==> config.mk <==
export PLATFORM = sky130hd
export DESIGN_NAME = pipe_ctrl_sequencer
export DESIGN_NICKNAME = d
export VERILOG_FILES = /design/src/rtl/pipe_ctrl_pkg.sv /design/src/rtl/ctrl_decode.sv /design/src/rtl/pipe_ctrl_sequencer.sv
export SDC_FILE = /design/constraint.sdc
export NUM_CORES = 1
export LEC_CHECK = 0
export BUFFER_PORTS_ARGS = -buffer_cell sky130_fd_sc_hd__clkbuf_2
export CAP_MARGIN = 0
export CORE_UTILIZATION = 50
export CTS_BUF_LIST = sky130_fd_sc_hd__clkbuf_8
export DETAILED_ROUTE_END_ITERATION = 7
export GPL_TIMING_DRIVEN = 0
export PLACE_DENSITY = 0.79
export SLEW_MARGIN = 20
export SYNTH_ARGS = -nofsm -noshare
export SYNTH_HDL_FRONTEND = slang
export SYNTH_SLANG_ARGS = --single-unit
==> constraint.sdc <==
create_clock -name clk -period 2.4 [get_ports clk]
set_input_delay 0.48 -clock clk [delete_from_list [all_inputs] [get_ports clk]]
set_output_delay 0.48 -clock clk [all_outputs]
set_load 0.02 [all_outputs]
==> src/rtl/pipe_ctrl_pkg.sv <==
// pipe_ctrl_pkg: opcodes, control-field widths and bit positions for the pipeline control sequencer
package pipe_ctrl_pkg;
    localparam int WB_W = 2;
    localparam int M_W = 3;
    localparam int EX_W = 8;
    localparam int WB_REGWRITE = 1;
    localparam int WB_MEMTOREG = 0;
    localparam int M_BRANCH = 2;
    localparam int M_MEMREAD = 1;
    localparam int M_MEMWRITE = 0;
    localparam int EX_REGDST = 7;
    localparam int EX_ALUSRC = 6;
    localparam logic [5:0] OP_LOAD = 6'b100100;
    localparam logic [5:0] OP_STORE = 6'b100101;
    localparam logic [5:0] OP_R0 = 6'b000001;
    localparam logic [5:0] OP_R1 = 6'b000011;
    localparam logic [5:0] OP_R2 = 6'b000101;
    localparam logic [5:0] OP_R3 = 6'b000110;
    localparam logic [5:0] OP_IMM0 = 6'b100000;
    localparam logic [5:0] OP_IMM1 = 6'b100001;
    localparam logic [5:0] OP_BR0 = 6'b101000;
    localparam logic [5:0] OP_BR1 = 6'b101001;
    localparam logic [5:0] OP_BR2 = 6'b101010;
endpackage

==> src/rtl/ctrl_decode.sv <==
// ctrl_decode: opcode to WB/M/EX control bundle plus whether the instruction reads rt
module ctrl_decode
    import pipe_ctrl_pkg::*;
(
    input  logic [5:0]      opcode,
    output logic [WB_W-1:0] wb,
    output logic [M_W-1:0]  m,
    output logic [EX_W-1:0] ex,
    output logic            reads_rt
);
    always_comb begin
        {wb, m, ex, reads_rt} = '0;
        case (opcode)
            OP_LOAD:  {wb, m, ex, reads_rt} = {2'b11, 3'b010, 8'b01001001, 1'b0};
            OP_STORE: {wb, m, ex, reads_rt} = {2'b00, 3'b001, 8'b01001011, 1'b1};
            OP_R0:    {wb, m, ex, reads_rt} = {2'b10, 3'b000, 8'b10000010, 1'b1};
            OP_R1:    {wb, m, ex, reads_rt} = {2'b10, 3'b000, 8'b10000110, 1'b1};
            OP_R2:    {wb, m, ex, reads_rt} = {2'b10, 3'b000, 8'b10001010, 1'b1};
            OP_R3:    {wb, m, ex, reads_rt} = {2'b10, 3'b000, 8'b10001100, 1'b1};
            OP_IMM0:  {wb, m, ex, reads_rt} = {2'b10, 3'b000, 8'b01000001, 1'b0};
            OP_IMM1:  {wb, m, ex, reads_rt} = {2'b10, 3'b000, 8'b01000011, 1'b0};
            OP_BR0:   {wb, m, ex, reads_rt} = {2'b00, 3'b100, 8'b01010000, 1'b1};
            OP_BR1:   {wb, m, ex, reads_rt} = {2'b00, 3'b100, 8'b01010010, 1'b1};
            OP_BR2:   {wb, m, ex, reads_rt} = {2'b00, 3'b100, 8'b01010100, 1'b1};
            default:  {wb, m, ex, reads_rt} = '0;
        endcase
    end
endmodule

==> src/rtl/pipe_ctrl_sequencer.sv <==
// pipe_ctrl_sequencer: stages decoded control through ID/EX, EX/MEM, MEM/WB with load-use stalls and branch flushes
module pipe_ctrl_sequencer
    import pipe_ctrl_pkg::*;
#(
    parameter int REG_W = 5,
    parameter int CNT_W = 16
) (
    input  logic             clk,
    input  logic             rst,
    input  logic [5:0]       opcode,
    input  logic [REG_W-1:0] rs,
    input  logic [REG_W-1:0] rt,
    input  logic [REG_W-1:0] rd,
    input  logic             branch_taken,
    output logic [1:0]       id_ex_wb,
    output logic [2:0]       id_ex_m,
    output logic [7:0]       id_ex_ex,
    output logic [REG_W-1:0] id_ex_dst,
    output logic [1:0]       ex_mem_wb,
    output logic [2:0]       ex_mem_m,
    output logic [REG_W-1:0] ex_mem_dst,
    output logic [1:0]       mem_wb_wb,
    output logic [REG_W-1:0] mem_wb_dst,
    output logic             pc_write,
    output logic             ifid_write,
    output logic             ifid_flush,
    output logic [CNT_W-1:0] bubble_cnt,
    output logic [CNT_W-1:0] flush_cnt
);
    logic [WB_W-1:0] dec_wb;
    logic [M_W-1:0]  dec_m;
    logic [EX_W-1:0] dec_ex;
    logic            dec_rt;
    logic            flush;
    logic            stall;

    ctrl_decode u_decode (
        .opcode   (opcode),
        .wb       (dec_wb),
        .m        (dec_m),
        .ex       (dec_ex),
        .reads_rt (dec_rt)
    );

    // a taken branch squashes the younger instructions, so it overrides any load-use stall
    always_comb begin
        flush = ex_mem_m[M_BRANCH] & branch_taken;
        stall = !flush && id_ex_m[M_MEMREAD] && id_ex_dst != '0
                && (id_ex_dst == rs || (dec_rt && id_ex_dst == rt));
    end

    assign pc_write = !stall;
    assign ifid_write = !stall;
    assign ifid_flush = flush;

    always_ff @(posedge clk or posedge rst) begin
        if (rst) begin
            {id_ex_wb, id_ex_m, id_ex_ex, id_ex_dst} <= '0;
            {ex_mem_wb, ex_mem_m, ex_mem_dst} <= '0;
            {mem_wb_wb, mem_wb_dst} <= '0;
            bubble_cnt <= '0;
            flush_cnt <= '0;
        end else begin
            {id_ex_wb, id_ex_m, id_ex_ex, id_ex_dst} <= (stall || flush) ? '0
                : {dec_wb, dec_m, dec_ex, dec_ex[EX_REGDST] ? rd : rt};
            {ex_mem_wb, ex_mem_m, ex_mem_dst} <= flush ? '0 : {id_ex_wb, id_ex_m, id_ex_dst};
            {mem_wb_wb, mem_wb_dst} <= {ex_mem_wb, ex_mem_dst};
            bubble_cnt <= (stall && bubble_cnt != '1) ? bubble_cnt + CNT_W'(1) : bubble_cnt;
            flush_cnt <= (flush && flush_cnt != '1) ? flush_cnt + CNT_W'(1) : flush_cnt;
        end
    end
endmodule

Yosys cells after proc, flatten, opt, wreduce, memory -nomap -nowiden
Cells that the tools add are included.

operators by class
  add/subtract/negate cells = 2
  equal/unequal tests = 15
  multiplexer cells = 7
  bitwise operators = 1
  reductions and logical operators = 14

operators by type and width
  cell                                                 count
  case mux 8 bit (11 select lines)                     1
  equality test 6 bit, second input constant           7
  adder 16 x 1 -> 16 bit, second input constant        2
  != test 16 bit, second input constant                2
  2-to-1 mux 18 bit                                    1
  equality test 6 x 3 -> 1 bit, second input constant  2
  equality test 5 bit                                  2
  2-to-1 mux 10 bit                                    1
  case mux 3 bit (3 select lines)                      1
  OR reduction 8 bit                                   1
  equality test 6 x 1 -> 1 bit, second input constant  1
  equality test 6 x 2 -> 1 bit, second input constant  1
  logical AND 1 bit                                    6
  OR reduction 6 bit                                   1
  2-to-1 mux 5 bit                                     1
  nonzero test 5 bit                                   1
  case mux 2 bit (2 select lines)                      1
  OR reduction 3 bit                                   1
  logical NOT 1 bit                                    2
  logical OR 1 bit                                     2
  bitwise AND 1 bit                                    1
  2-to-1 mux 1 bit                                     1

storage, ports and cells
  flip-flop bits (word level) = 67
  input port bits = 24
  output and inout bits = 70

Depth between registers and ports, before layout
Gate-level depths: netlist of the first run.

  depth in word-level cells = 8
  depth in mapped cells = 9
  gate-level depth less buffers = 7

Modules after synthesis
Synthesis of the first run repeated with hierarchy kept, for this count alone.

unflattened totals
  cell total of the unflattened synthesis = 268
  area, all modules = 3,183.1 µm²

modules (own cells, without submodules)
  module               times used  cells an instance  area an instance (µm²)  seq. area each (µm²)
  pipe_ctrl_sequencer  1           224                2,852.7                 1,676.6
  ctrl_decode          1           44                 330.3                   0.0

Least setup slack after synthesis of the first run
No wires, ideal clock.

  kind = register -> output
  start point = register id_ex_dst[4]
  end point = output port pc_write
  arrival time = 1,993 ps
  setup slack = -73 ps
  stages on the path, launching flop included = 8
  path buffers = 2
  cells stage by stage = dfrtp_1 -> or4_1 -> o21ai_2 -> nor2_1 -> a21o_2 -> buf_4 -> nand2_1 -> buf_4

between the ends
  longest elaborated chain between the ends = 5
  elaborated cells between the ends (all ways) = 8

RTL lines
  what                    RTL line                   text
  from (decl)             pipe_ctrl_sequencer.sv:18  output logic [REG_W-1:0] id_ex_dst,
  from (signal assigned)  pipe_ctrl_sequencer.sv:64  {id_ex_wb, id_ex_m, id_ex_ex, id_ex_dst} <= (stall || flush) ? '0
  equality test 5 bit     pipe_ctrl_sequencer.sv:49  && (id_ex_dst == rs || (dec_rt && id_ex_dst == rt));
  logical AND 1 bit       pipe_ctrl_sequencer.sv:49
  logical OR 1 bit        pipe_ctrl_sequencer.sv:49
  logical AND 1 bit (*)   pipe_ctrl_sequencer.sv:49
  logical NOT 1 bit (*)   --
  to (decl)               pipe_ctrl_sequencer.sv:24  output logic pc_write,

Every way passes the cells marked *; elsewhere a longest branch is shown, timed or not.

Final worst setup path of the first run
  start point = register id_ex_dst[3]
  end point = output port pc_write

between the ends
  longest elaborated chain between the ends = 5
  elaborated cells between the ends (all ways) = 8

RTL lines
  what                   RTL line                   text
  equality test 5 bit    pipe_ctrl_sequencer.sv:49
  logical AND 1 bit      pipe_ctrl_sequencer.sv:49
  logical OR 1 bit       pipe_ctrl_sequencer.sv:49
  logical AND 1 bit (*)  pipe_ctrl_sequencer.sv:49
  logical NOT 1 bit (*)  pipe_ctrl_sequencer.sv:52  assign pc_write = !stall;

Marked as above.

==> results.toml, run 1 <==
[clock_network]
cts_buffer_depth = 2
clock-root-buffer = "clkbuf_8"
htree_levels = 3
clk_pin_slew_ns = 0.07
clock_sinks = 64
insertion_delay_ns = 0.33
cts_tree = "yes"
numCtsBuffers = 9

[floorplan]
start_util_pct = 51.8
row_count = 27
io_pins = 94
die-width_microns = 77.5
fp.coreArea_sq_mm = 0.00551
die_area_sq_mm = 0.00601
die_y_microns = 77.5

[placed_design]
place_area_sq_mm = 0.00342
place.gp.congestion = 0.840
dp_hpwl_microns = 4290
io_buffers = 90
dpl.cell_count = 414
dp_slack_ns = -0.346

[sta]
fin_hold_ws_ns = 0.0514
finalSetupViolations = 2
fmax_mhz = 393
final.setup.tns_ns = -0.258
worstMarginPinSlew_ns = 0.632
hold_viol_final = 0
layout_setup_ws_ns = -0.144
max_slew_margin_pct = 57.9
clock_skew_ns = 0.00630
rsz0062_at_grt = "true"
finalCritPeriodShare_pct = 106
drv_slew = 0
min_period_ns = 2.54

[logic_synthesis]
synth_cell_types = 41
yosysWarnings = 0
ys_ff_latch = 64
syn-num-nets = 277
postSynthCellCount = 251
syn_area_sq_mm = 0.00285
syn_area_per_cell_sq_um = 11.4
yosysSeqAreaShare_pct = 56.2

[run_status]
outcome = "finished, violations left"
violations = "negative setup slack"

[finish]
drive_gt1_share_pct = 37.7
filler_cell_count = 431
fin_area_sq_mm = 0.00375
layout.nets = 386
finalNonFillerCells = 435
n_antenna_cell = 0
final_core_util_pct = 68.2
area_growth_pct = 31.7

[setup_path]
crit_path_end_kind = "output pin"
crit_required_ns = 1.92
critPathArrivalTime_ns = 2.06
worst-setup-path-type = "flop to output pin"
r2r-start = "id_ex_dst[3]$_DFF_PP0_"
reg2reg_setup_slack_ns = 0.10
r2r_cells = 8
r2r_end = "bubble_cnt[1]$_DFFE_PP0P_"
critPathMaxFanout = 3
startpoint_type = "flop"

[grt]
grt_pass1_wl_microns = 10500
antenna_found_initial = 0
grt_overflow = 0
grt_pass1_vias = 2246
track_usage_pct = 22.8
grt_max_degree = 52

[route]
drt_iter0_drc = 101
viasPerCell = 5.20
wl_per_cell_microns = 14.7
drc = 0
drt_wl_total_microns = 6380
first_pass_iters = 6
vias = 2264
ant_nets = 0

[power_and_ir_drop]
finalPower_mw = 2.27
p_leak_nw = 1.90
p_per_area_mw_per_mm2 = 605
max-vdd-ir-drop_uv = 417

[job]
cap_violations = 0

[min_path]
hold_class = "input pin to async pin"
==> synthesized netlist by cell type <==
cell       count  share of area, %
dfrtp_1       64                56
xor2_1         7               2.2
xnor2_1       31               9.5
nor4_2         1              0.44
a31oi_1        1              0.22
o211ai_1       2              0.53
or4_1          2              0.53
nand4b_1       2              0.61
nand3b_1       1              0.26
a21oi_1        4              0.70
mux2_2         3               1.2
buf_1          1              0.13
nand4_1       11               2.4
nor3_2         2              0.70
or4b_2         1              0.35
a21o_1         1              0.26
a311oi_1       1              0.31
a2111oi_0      1              0.31
nand2b_1       3              0.66
clkbuf_1       5              0.66
and4_1         3              0.92
nand2_1       18               2.4
buf_4          5               1.3
nor4_1         4              0.88
a21o_2         1              0.31
buf_6          2              0.79
and3_1         9               2.0
inv_1          5              0.66
o21ai_2        1              0.31
conb_1         1              0.13
o21ai_0        3              0.53
and2_1         9               2.0
ha_1           2              0.88
nor2_1        14               1.8
nor4bb_1       1              0.35
nand2b_4       1              0.48
nor3_1         6               1.1
o22a_1         1              0.31
mux2i_1        6               2.1
nor2b_1        1              0.22
nand3_1       14               2.5
==> layout make-up <==
type                       instances  area, sq um  area share (%)
clock buffer                      12          165            4.40
sequential                        64         1600            42.7
inverter                           5         21.3           0.566
tap                               72         90.1            2.40
clock inverter                     2         7.51           0.200
multi-input combinational        169         1220            32.5
timing repair buffer             100          576            15.3
buffer                            11         72.6            1.93
==> worst max-delay path by stage <==
stage | slack (ns) | start | to | cells after the start
3_5_place_dp | -0.35 | opcode[0] | pc_write | 9
2_1_floorplan | 0.003 | id_ex_dst[4]$_DFF_PP0_ | pc_write | 7
4_1_cts | -0.16 | id_ex_dst[3]$_DFF_PP0_ | pc_write | 7
6_report | -0.14 | id_ex_dst[3]$_DFF_PP0_ | pc_write | 8
5_1_grt | -0.24 | id_ex_dst[3]$_DFF_PP0_ | pc_write | 8
3_3_place_gp | -0.37 | rst | id_ex_ex[1]$_DFF_PP0_ | 2
==> cells by family after synthesis <==
kind of cell,count (synthesis),share of synthesized area (%)
other cells,1,0.132
compound gates,16,3.78
simple gates,103,20.5
fa+ha+maj,2,0.878
mux,9,3.29
flops,64,56.2
xor+xnor,38,11.7
buf+inv,18,3.56
==> sequential cells by signal (all words and copies together) (netlist names) <==
signal,cells
bubble_cnt,16
flush_cnt,16
id_ex_ex,7
ex_mem_dst,5
id_ex_dst,5
mem_wb_dst,5
ex_mem_m,3
id_ex_m,3
mem_wb_wb,2
ex_mem_wb,1
id_ex_wb,1
==> report_power, final <==
group / switching, mW / total, mW / internal (mW) / leakage (nW)
Combinational: 0.175 / 0.285 / 0.110 / 0.954
Clock: 0.375 / 0.816 / 0.441 / 0.0969
Sequential: 0.0446 / 1.17 / 1.13 / 0.846
Total: 0.594 / 2.27 / 1.68 / 1.90
==> cells in the final DEF (no fill, tap or decap), types with 2 or more instances in the layout <==
cell	count
o21ai_0	3
and2_1	9
xnor2_1	31
o211ai_1	2
nor4_4	2
inv_1	6
clkbuf_8	12
and4_1	3
nand4b_1	2
nor2_1	13
dfrtp_2	2
ha_1	2
nand4_1	11
nand2_1	17
nand2b_1	3
a21oi_1	4
mux2_2	3
nor4_1	2
dfrtp_1	62
mux2i_1	6
nor3_1	6
buf_6	3
clkbuf_2	89
buf_4	10
and3_1	9
clkbuf_1	4
nand3_1	14
xor2_1	7
==> what timing repair did <==
action,4_1_cts,5_1_grt
endpoints found under the setup margin,2,18
buffers inserted,6,3
pin swaps,3,6
cloned,0,1
hold buffers,0,0
gates resized for setup,11,11
==> routing by layer <==
layer	global-route usage (%)	vias to the layer above	wire, microns
met5	0	-	0
met4	12.5	0	147
met3	5.53	12	332
met2	37.0	78	3210
met1	28.1	1096	2690
li1	-	1078	-
==> worst max-delay path, cell delays in order, from the launching register on <==
cell       delay, ns
dfrtp_2         0.42
buf_4           0.14
xnor2_1         0.19
nand4_1         0.19
a2111oi_4       0.27
a21o_2          0.21
nand2_2         0.07
buf_6           0.13
buf_6           0.12
Power figures use the tool's default switching activity.
==> inputs of run 2 (changes only) <==
- SKIP_LAST_GASP: not set -> 1
==> results.toml, run 2 (synthesized netlist as in run 1, its figures left out) <==
[min_path]
hold_class = "input pin to async pin"

[sta]
finalSetupViolations = 4
drv_slew = 0
clock_skew_ns = 0.00557
finalCritPeriodShare_pct = 105
rsz0062_at_grt = "true"
hold_viol_final = 0
fmax_mhz = 398
min_period_ns = 2.52
max_slew_margin_pct = 57.5
final.setup.tns_ns = -0.218
layout_setup_ws_ns = -0.116
worstMarginPinSlew_ns = 0.638
fin_hold_ws_ns = 0.0507

[clock_network]
clock-root-buffer = "clkbuf_8"
hold_buffers = 0
insertion_delay_ns = 0.33
cts_tree = "yes"
numCtsBuffers = 9
clk_pin_slew_ns = 0.07
htree_levels = 3
cts_buffer_depth = 2
clock_sinks = 64

[finish]
drive_gt1_share_pct = 39.2
n_antenna_cell = 0
finalNonFillerCells = 434
filler_cell_count = 433
layout_common_cells = "88 x clkbuf_2, 62 x dfrtp_1, 30 x xnor2_1, 16 x nand2_1, 14 x nand3_1"
layout_commonest_cell = "clkbuf_2"
area_growth_pct = 31.5
layout.nets = 385
final_core_util_pct = 68.1

[run_status]
violations = "negative setup slack"
outcome = "finished, violations left"

[power_and_ir_drop]
p_leak_nw = 1.88
max-vdd-ir-drop_uv = 430
p_per_area_mw_per_mm2 = 606

[placed_design]
io_buffers = 90
place.gp.congestion = 0.840
dpl.cell_count = 414
dp_hpwl_microns = 4290

[setup_path]
startpoint_type = "flop"
crit_path_end_kind = "output pin"
critPathTopFamily = "simple AND/OR/NAND/NOR gates"
worst-setup-path-type = "flop to output pin"
cp_num_buf_inv = 2
crit_path_cell_trace = "or4_4 -> o21ai_4 -> nor4_2 -> a21o_2 -> nand2_2 -> buf_4 -> buf_6"
crit_required_ns = 1.92
critPathArrivalTime_ns = 2.04
critPathMaxFanout = 3
cpMaxStageDelayCell = "or4_4"
critPathMaxStageDelay_ns = 0.54

[floorplan]
io_pins = 94
start_util_pct = 51.8
row_count = 27
die_y_microns = 77.5
fp.coreArea_sq_mm = 0.00551
die_area_sq_mm = 0.00601
die-width_microns = 77.5

[grt]
track_usage_pct = 22.6
grt_overflow = 0
antenna_found_initial = 0
grt_max_degree = 52
grt_pass1_vias = 2237
grt_pass1_wl_microns = 10400

[job]
cap_violations = 0

[route]
drt_iter0_drc = 93
viasPerCell = 5.21
wl_per_cell_microns = 14.4
drc = 0
drt_wl_total_microns = 6270
first_pass_iters = 6
ant_nets = 0
vias = 2263
-- run 2: path summary, 6_finish.rpt --
check	slack [ns]	cells after the start	end	startpoint
worst min-delay path	0.05	2	mem_wb_wb[1]$_DFF_PP0_	rst
min in group clk	0.38	0	mem_wb_dst[3]$_DFF_PP0_	ex_mem_dst[3]$_DFF_PP0_
max in group asynchronous	1.85	3	id_ex_dst[2]$_DFF_PP0_	rst
worst min register to register	0.38	0	mem_wb_dst[3]$_DFF_PP0_	ex_mem_dst[3]$_DFF_PP0_
worst max register to register	-0.02	10	id_ex_ex[6]$_DFF_PP0_	id_ex_dst[3]$_DFF_PP0_
worst max-delay path	-0.12	7	pc_write	id_ex_dst[3]$_DFF_PP0_
-- run 2: metrics by stage --
step           setup slack (ns)  instance area, sq um  power (mW)
2_1_floorplan           0.00331                  2850        1.34
3_3_place_gp             -0.372                  3390        1.44
3_5_place_dp             -0.346                  3420        1.45
4_1_cts                  -0.184                  3660        2.28
5_1_grt                  -0.196                  3750        2.38
6_report                 -0.116                  3750        2.27
-- run 2: routing by layer --
metal	part of all wire (%)	vias to the layer above	track usage, %
met2	50	79	36.3
met3	5.3	19	5.53
met5	0	-	0
li1	-	1078	-
met4	2.6	0	12.6
met1	42	1087	27.9
-- run 2: final cells by class --
cell class              count  area (sq um)  share of cell area [%]
plain buffers              12          75.1                    2.00
flip-flops and latches     64          1600                    42.8
repair buffers             98           539                    14.4
clock inverters             2          7.51                   0.200
multi-input cells         169          1250                    33.2
clock buffers              12           165                    4.41
well taps                  72          90.1                    2.40
inverters                   5          21.3                   0.567
-- run 2: repair_timing --
item	4_1_cts	5_1_grt
pin swaps	2	6
setup endpoints to repair	2	17
resized for setup	8	16
buffers inserted	6	1
-- run 2: power by group --
| part | switching, mW | internal [mW] |
|---|---|---|
| sequential | 0.0445 | 1.13 |
| clock | 0.375 | 0.441 |
| combinational | 0.174 | 0.111 |
| total | 0.593 | 1.68 |
